[src/rtl/dtg_param.sv]
// dtg_param: parametrised display timing generator with registered sync/video/strobe outputs.
// Optional DTG_FRAME_CNT_EN adds a 16-bit completed-frame counter output.
module dtg_param #(
  parameter int H_ACTIVE = 640,
  parameter int H_FP = 16,
  parameter int H_SYNC = 96,
  parameter int H_BP = 48,
  parameter int V_ACTIVE = 480,
  parameter int V_FP = 10,
  parameter int V_SYNC = 2,
  parameter int V_BP = 33,
  parameter bit HS_POL = 1'b0,
  parameter bit VS_POL = 1'b0,
  parameter int CW = 12
) (
  input  logic          clock,
  input  logic          rst,
  input  logic          enable,
  output logic          horiz_sync,
  output logic          vert_sync,
  output logic          video_on,
  output logic [CW-1:0] pixel_row,
  output logic [CW-1:0] pixel_column,
  output logic          line_start,
`ifdef DTG_FRAME_CNT_EN
  output logic          frame_start,
  output logic [15:0]   frame_count
`else
  output logic          frame_start
`endif
);
  localparam int H_TOTAL = H_ACTIVE + H_FP + H_SYNC + H_BP;
  localparam int V_TOTAL = V_ACTIVE + V_FP + V_SYNC + V_BP;
  if ((2 ** CW) < H_TOTAL || (2 ** CW) < V_TOTAL) begin : g_cw_check
    $error("dtg_param: CW too small for H_TOTAL/V_TOTAL");
  end
  logic [CW-1:0] hc_q, vc_q, hc_d, vc_d, col_q, row_q;
  logic von_q, hs_q, vs_q, ls_q, fs_q;
  logic h_last, v_last, von_d, hs_d, vs_d, ls_d, fs_d;
  always_comb begin
    h_last = hc_q == CW'(H_TOTAL - 1);
    v_last = vc_q == CW'(V_TOTAL - 1);
    hc_d = h_last ? '0 : hc_q + 1'b1;
    vc_d = h_last ? (v_last ? '0 : vc_q + 1'b1) : vc_q;
    von_d = (hc_q < CW'(H_ACTIVE)) && (vc_q < CW'(V_ACTIVE));
    hs_d = (hc_q >= CW'(H_ACTIVE + H_FP) && hc_q < CW'(H_ACTIVE + H_FP + H_SYNC)) ? HS_POL : ~HS_POL;
    vs_d = (vc_q >= CW'(V_ACTIVE + V_FP) && vc_q < CW'(V_ACTIVE + V_FP + V_SYNC)) ? VS_POL : ~VS_POL;
    ls_d = hc_q == '0;
    fs_d = ls_d && vc_q == '0;
  end
  // Frozen timing keeps every level output; only the strobes drop.
  always_ff @(posedge clock) begin
    if (rst) begin
      hc_q <= '0;
      vc_q <= '0;
      col_q <= '0;
      row_q <= '0;
      von_q <= 1'b0;
      hs_q <= ~HS_POL;
      vs_q <= ~VS_POL;
      ls_q <= 1'b0;
      fs_q <= 1'b0;
    end else if (enable) begin
      hc_q <= hc_d;
      vc_q <= vc_d;
      col_q <= hc_q;
      row_q <= vc_q;
      von_q <= von_d;
      hs_q <= hs_d;
      vs_q <= vs_d;
      ls_q <= ls_d;
      fs_q <= fs_d;
    end else begin
      ls_q <= 1'b0;
      fs_q <= 1'b0;
    end
  end
`ifdef DTG_FRAME_CNT_EN
  logic [15:0] fc_q;
  logic seen_q;
  // The first frame after reset is not a completed frame, so it only arms the counter.
  always_ff @(posedge clock) begin
    if (rst) begin
      fc_q <= '0;
      seen_q <= 1'b0;
    end else if (enable && fs_d) begin
      seen_q <= 1'b1;
      fc_q <= seen_q ? fc_q + 1'b1 : fc_q;
    end
  end
  assign frame_count = fc_q;
`endif
  assign horiz_sync = hs_q;
  assign vert_sync = vs_q;
  assign video_on = von_q;
  assign pixel_row = row_q;
  assign pixel_column = col_q;
  assign line_start = ls_q;
  assign frame_start = fs_q;
endmodule

[config.mk]
export PLATFORM = sky130hd
export DESIGN_NAME = dtg_param
export DESIGN_NICKNAME = d
export VERILOG_FILES = /design/src/rtl/dtg_param.sv
export SDC_FILE = /design/constraint.sdc
export NUM_CORES = 1
export LEC_CHECK = 0
export ABC_AREA = 1
export BUFFER_PORTS_ARGS = -buffer_cell sky130_fd_sc_hd__clkbuf_2
export CAP_MARGIN = 25
export CELL_PAD_IN_SITES_DETAIL_PLACEMENT = 0
export CELL_PAD_IN_SITES_GLOBAL_PLACEMENT = 2
export CORE_ASPECT_RATIO = 0.6
export CORE_MARGIN = 5
export CORE_UTILIZATION = 36
export CTS_BUF_LIST = sky130_fd_sc_hd__clkbuf_4
export DETAILED_ROUTE_END_ITERATION = 10
export HOLD_SLACK_MARGIN = 0.15
export PLACE_DENSITY = 0.95
export SYNTH_ARGS = -nofsm -noshare
export SYNTH_HDL_FRONTEND = slang
export SYNTH_SLANG_ARGS = --single-unit
[constraint.sdc]
create_clock -name clock -period 2.26 [get_ports clock]
set_input_delay 0.113 -clock clock [delete_from_list [all_inputs] [get_ports clock]]
set_output_delay 0.113 -clock clock [all_outputs]
set_load 0.03 [all_outputs]
==> flow_metrics.env, run 1 <==
export IMPL_status="finished clean"
export IMPL_p_sw_frac=0.2611
export IMPL_cp_startpoint="hc_q[0]"
export IMPL_r2r_end="vc_q[10]"
export IMPL_p_comb_frac=0.095
export IMPL_final_cell_mix="nand2_1, nor2_1, dfxtp_1"
export IMPL_final_hold_viol_count=0
export IMPL_initial_utilization=0.3733
export IMPL_coreArea_um2=6734
export IMPL_cts_resized=0
export IMPL_skew_ns=0.01930
export IMPL_wirelength_mm=6.970
export IMPL_maxSlewHeadroom=0.4896
export IMPL_avgViaCountPerCell=4.898
export IMPL_rsz0062_at_grt="no"
export IMPL_p_sw_mw=0.4413
export IMPL_die_area_um2=8808
export IMPL_clk_pin_slew_worst_paths_ns=0.17
export IMPL_wire_per_inst_um=14.52
export IMPL_num_rows=23
export IMPL_cts_hold_buf=1
export IMPL_syn_avg_cell_area_um2=6.944
export IMPL_clock_path_buffers=2
export IMPL_overflow=0
export IMPL_root_buffer="clkbuf_4"
export IMPL_tightest_slew_ns=0.7647
export IMPL_rrSetupSlack_ns=0.63
export IMPL_cp_end_kind="flip-flop"
export IMPL_min_path_type="input port to flip-flop"
export IMPL_grt_pass1_vias=2057
export IMPL_track_usage=0.1601
export IMPL_antenna_cells=0
export IMPL_p_seq_frac=0.579
export IMPL_fin_crit_ns=1.628
export IMPL_power_leakage_nw=1.209
export IMPL_grt_max_degree=37
export IMPL_antenna_found_initial=0
export IMPL_dr_pass1_iters=5
export IMPL_crit_arrival_ns=1.90
export IMPL_place_ws_ns=0.6493
export IMPL_nets=399
export IMPL_setup_viol=0
export IMPL_place_congestion=0.8965
export IMPL_htreeDepth=2
export IMPL_clk_latency_ns=0.37
export IMPL_clkPwrFrac=0.326
export IMPL_post_cts_setup_buffers=0
export IMPL_ioPinCount=32
export IMPL_critPathKind="flip-flop to flip-flop"
export IMPL_r2r_start="hc_q[0]"
export IMPL_synth_warnings=0
export IMPL_syn_inst=362
export IMPL_die_h_um=74.73
export IMPL_syn_area_um2=2514
export IMPL_fin_ws_ns=0.6324
export IMPL_worstRegToRegCells=6
export IMPL_yosysUniqueCellTypes=25
export IMPL_drc=0
export IMPL_cap_violations=0
export IMPL_drv_slew=0
export IMPL_powerDensity_nw_per_um2=596.3
export IMPL_cp_endpoint="vc_q[10]"
export IMPL_die_w_um=117.9
export IMPL_ir_worst_vdd_uv=243.4
export IMPL_drt_iter0_drc=183
export IMPL_areaGrowthSynthToFinish_pct=12.74
export IMPL_cts_sinks=53
export IMPL_internal_power_mw=1.249
export IMPL_cts_buffers_inserted=5
export IMPL_period_share=0.7202
export IMPL_grt_pass1_wl_mm=11.10
export IMPL_synth_fp_nets=369
export IMPL_drive_gt1_frac=0.1628
export IMPL_portBuffers=31
export IMPL_via_count=2351
export IMPL_mostFrequentLayoutCell="nand2_1"
export IMPL_ys_ff_latch=53
export IMPL_cp_start_kind="flip-flop"
export IMPL_max_freq_mhz=614.4
export IMPL_hpwlAfterDp_mm=5.207
export IMPL_yosysSeqAreaShare=0.4221
export IMPL_crit_required_ns=2.53
export IMPL_cp_max_fo=8
export IMPL_cts_tree="yes"
export IMPL_setup_tns_ns=0
export IMPL_drtAntennaViolNets=0
cell usage after synthesis:
| master | n | area [µm²] |
|---|---|---|
| xnor2_1 | 1 | 8.760 |
| nand2_4 | 1 | 11.26 |
| nand3_2 | 2 | 20.02 |
| nor2_4 | 2 | 22.52 |
| nand2_2 | 4 | 25.02 |
| nor2_2 | 10 | 62.56 |
| nor2_1 | 53 | 198.9 |
| o21a_1 | 1 | 7.510 |
| a211oi_1 | 2 | 15.01 |
| nand2_1 | 83 | 311.6 |
| clkbuf_1 | 6 | 22.52 |
| ha_1 | 4 | 50.05 |
| nor3_1 | 3 | 15.01 |
| nor3b_1 | 1 | 7.510 |
| a21oi_1 | 36 | 180.2 |
| buf_2 | 5 | 25.02 |
| nand4_1 | 8 | 50.05 |
| o21ai_1 | 2 | 10.01 |
| o21ai_0 | 21 | 105.1 |
| xor2_1 | 6 | 52.55 |
| buf_4 | 2 | 15.01 |
| dfxtp_1 | 53 | 1061 |
| inv_2 | 3 | 11.26 |
| inv_1 | 32 | 120.1 |
| nand3_1 | 21 | 105.1 |
cell families (layout without fill, tap and decap cells):
family | after synthesis | after routing | share of synthesized area
fa+ha+maj | 4 | 4 | 0.01991
flops | 53 | 53 | 0.4221
xor+xnor | 7 | 7 | 0.02439
compound gates | 62 | 62 | 0.1264
buf+inv | 48 | 79 | 0.07715
simple gates | 188 | 188 | 0.3300
flip-flops by register name (all words and copies together) (netlist names):
register      count
video_on          1
pixel_row        12
vert_sync         1
vc_q             12
hc_q             12
line_start        1
horiz_sync        1
pixel_column     12
frame_start       1
metal layers:
layer,share of wire,GRT usage,vias up
met5,0,0,-
met4,0.0026,0.02799,0
met3,0.083,0.05556,2
met2,0.32,0.1898,78
met1,0.59,0.2637,1052
li1,-,-,1219
layout make-up:
class,instances,area [µm²]
timing repair buffer,36,195.2
inverter,35,131.4
tap,87,108.9
clock inverter,2,33.78
sequential,53,1061
multi-input combinational,261,1259
fill,725,3900
clock buffer,6,45.04
worst min-delay path by stage:
| stage | startpoint | to | slack [ns] | depth (start not counted) |
|---|---|---|---|---|
| 4_1_cts | rst | hc_q[4] | 0.18 | 3 |
| 6_report | rst | hc_q[10] | 0.19 | 3 |
| 3_3_place_gp | pixel_row[1] | pixel_row[1] | 0.43 | 1 |
| 3_5_place_dp | pixel_row[1] | pixel_row[1] | 0.45 | 1 |
| 5_1_grt | rst | hc_q[4] | 0.18 | 3 |
| 2_1_floorplan | rst | pixel_row[9] | 0.19 | 1 |
power by group through the flow:
stage          clock network (mW)  registers (mW)  logic, mW
2_1_floorplan                   0            1.04     0.0635
3_3_place_gp                    0           0.997      0.158
3_5_place_dp                    0           0.998      0.160
4_1_cts                     0.560           0.979      0.162
5_1_grt                     0.604           0.983      0.176
6_report                    0.551           0.979      0.160
stage by stage:
step / hold WS (ns) / cell area [µm²] / power (mW) / util / cells
after floorplan: 0.1915 / 2514 / 1.108 / - / 362
after global placement: 0.4334 / 2745 / 1.156 / 0.4077 / 471
after detailed placement: 0.4482 / 2745 / 1.158 / 0.4077 / 471
after CTS: 0.1790 / 2834 / 1.701 / 0.4208 / 480
after global routing: 0.1805 / 2834 / 1.762 / 0.4208 / 480
final: 0.1870 / 2834 / 1.690 / 0.4208 / 480
worst max-delay path, stage by stage (launching register included):
cell,delay (ns)
dfxtp_1,0.45
ha_1,0.22
nand2_2,0.09
nor2_2,0.15
nand4_1,0.37
nand2_1,0.17
a21oi_1,0.08
No activity file was read; power rests on OpenSTA's default activity.
==> run 2: changes to the inputs <==
- CORE_UTILIZATION: 36 -> 33
- PLACE_DENSITY: 0.95 -> 0.91
- clock period: 2.26 -> 1.53 ns (I/O delays scaled with it)
==> run 2 against run 1 <==
- non-clock buffer count rose by 11
- sequential cell count unchanged
- register-to-register slack worse by 0.51 ns
- first-iteration DRC count down 5.5%
- cell area up 5.1%
- utilization down 1.4 points
==> flow_metrics.env, run 2 (synthesis gave the netlist of run 1 again) <==
export IMPL_via_count=2372
export IMPL_avgViaCountPerCell=4.669
export IMPL_hold_ws_ns=0.4809
export IMPL_power_leakage_nw=1.277
export IMPL_clkPwrFrac=0.369
export IMPL_tightest_slew_ns=0.3955
export IMPL_initial_utilization=0.3431
export IMPL_die_w_um=122.7
export IMPL_crit_arrival_ns=1.69
export IMPL_num_fill_cells=820
export IMPL_worstRegToRegCells=10
export IMPL_num_rows=24
export IMPL_cp_start_kind="flip-flop"
export IMPL_cts_sinks=53
export IMPL_dr_pass1_iters=4
export IMPL_drt_iter0_drc=173
export IMPL_cap_violations=0
export IMPL_clock_path_buffers=2
export IMPL_cts_buffers_inserted=5
export IMPL_p_comb_frac=0.093
export IMPL_ir_worst_vdd_uv=476.3
export IMPL_drv_slew=0
export IMPL_internal_power_mw=2.011
export IMPL_cp_endpoint="vc_q[1]"
export IMPL_grt_max_degree=37
export IMPL_r2r_end="vc_q[1]"
export IMPL_place_area_um2=2834
export IMPL_period_share=0.9226
export IMPL_r2r_start="hc_q[1]"
export IMPL_die_h_um=77.61
export IMPL_crit_required_ns=1.81
export IMPL_p_sw_mw=0.6692
export IMPL_wirelength_mm=7.017
export IMPL_drtAntennaViolNets=0
export IMPL_setup_viol=0
export IMPL_die_area_um2=9520
export IMPL_drc=0
export IMPL_max_freq_mhz=708.4
export IMPL_portBuffers=31
export IMPL_final_cell_mix="nand2_1, nor2_1, dfxtp_1"
export IMPL_wire_per_inst_um=13.81
export IMPL_grt_pass1_wl_mm=11.43
export IMPL_fin_crit_ns=1.412
export IMPL_maxSlewHeadroom=0.7360
export IMPL_setup_tns_ns=0
export IMPL_stdcell_area_um2=2978
export IMPL_regArea_um2=1066
export IMPL_nets=410
export IMPL_clk_latency_ns=0.37
export IMPL_cp_slowest_cell="dfxtp_2"
export IMPL_status="finished clean"
export IMPL_place_congestion=0.8893
export IMPL_final_hold_viol_count=0
export IMPL_htreeDepth=2
export IMPL_multi_input_area_um2=1264
export IMPL_antenna_cells=0
export IMPL_grt_pass1_vias=2212
export IMPL_p_sw_frac=0.2497
export IMPL_mostFrequentLayoutCell="nand2_1"
export IMPL_path_cells="ha_1 -> nand2_2 -> inv_1 -> nand2_1 -> nor2_2 -> nand3_2 -> nand2_2 -> inv_2 -> nand2_1 -> o21ai_1"
export IMPL_areaGrowthSynthToFinish_pct=18.47
export IMPL_rsz0062_at_grt="no"
export IMPL_cts_tree="yes"
export IMPL_coreArea_um2=7327
export IMPL_overflow=0
export IMPL_ioPinCount=32
export IMPL_hpwlAfterDp_mm=5.343
export IMPL_critPathKind="flip-flop to flip-flop"
export IMPL_clk_pin_slew_worst_paths_ns=0.16
export IMPL_skew_ns=0.01070
export IMPL_min_path_type="flip-flop to flip-flop"
export IMPL_max_stage_delay_ns=0.36
export IMPL_antenna_found_initial=0
export IMPL_track_usage=0.1525
export IMPL_power_total_mw=2.680
export IMPL_cp_max_fo=4
export IMPL_rrSetupSlack_ns=0.12
export IMPL_drive_gt1_frac=0.1955
export IMPL_root_buffer="clkbuf_4"
export IMPL_cp_startpoint="hc_q[1]"
export IMPL_powerDensity_nw_per_um2=900.0
export IMPL_cp_end_kind="flip-flop"
export IMPL_p_seq_frac=0.538
run 2: changes by cell type in the layout (fill, tap and decap cells not counted):
cell           change
dfxtp_1            -4
clkbuf_4           -1
inv_6              +1
clkinv_1           -1
nor2_4             +1
nor2_2             -1
dlygate4sd3_1      +1
buf_4             +10
dfxtp_2            +4
bufinv_16          +1
run 2: cell type report:
class / count / area share
clock buffers: 5 / 0.01261
clock inverters: 3 / 0.02311
inverters: 35 / 0.04412
multi-input cells: 261 / 0.4244
flip-flops and latches: 53 / 0.3580
well taps: 104 / 0.04370
repair buffers: 47 / 0.09412
run 2: power by group through the flow:
| stage | clock [mW] | combinational, mW | sequential [mW] |
|---|---|---|---|
| 2_1_floorplan | 0 | 0.0938 | 1.54 |
| 4_1_cts | 1.02 | 0.250 | 1.44 |
| 5_1_grt | 1.08 | 0.276 | 1.45 |
| 3_5_place_dp | 0 | 0.245 | 1.47 |
| 6_report | 0.989 | 0.248 | 1.44 |
| 3_3_place_gp | 0 | 0.244 | 1.47 |
run 2: what timing repair did:
| action | 4_1_cts | 5_1_grt |
|---|---|---|
| resized for setup | 0 | 5 |
| buffers inserted | 0 | 1 |
| hold endpoints to repair | 5 | 0 |
| endpoints found under the setup margin | 0 | 6 |
| hold buffers | 2 | 0 |
run 2: worst min path at each step:
stage	start	endpoint	slack [ns]	cells past startpoint
6_report	pixel_column[6]	pixel_column[6]	0.48	2
5_1_grt	pixel_column[6]	pixel_column[6]	0.51	2
4_1_cts	pixel_column[0]	pixel_column[0]	0.48	2
3_5_place_dp	pixel_column[0]	pixel_column[0]	0.46	2
3_3_place_gp	horiz_sync	horiz_sync	0.45	2
2_1_floorplan	rst	pixel_row[9]	0.15	1
run 2: per-layer routing:
metal | global-route usage | routed length (µm)
met1 | 0.2575 | 4116
met2 | 0.1820 | 2265
met3 | 0.04578 | 599
met4 | 0.02346 | 36
met5 | 0 | 0
run 2: worst max-delay path: cells and delay by family, from the launching register on:
family,cells,cell delay [ns]
simple gates,6,0.59
flops,1,0.36
compound gates,1,0.06
buf+inv,2,0.14
fa+ha+maj,1,0.18
run 2: stage by stage:
stage	util	setup WS, ns	instances
after detailed placement	0.3868	0.1169	497
after floorplan	-	0.2201	362
after global placement	0.3868	0.1578	497
after global routing	0.4064	0.007536	508
after CTS	0.4040	0.08037	507
final	0.4064	0.1183	508
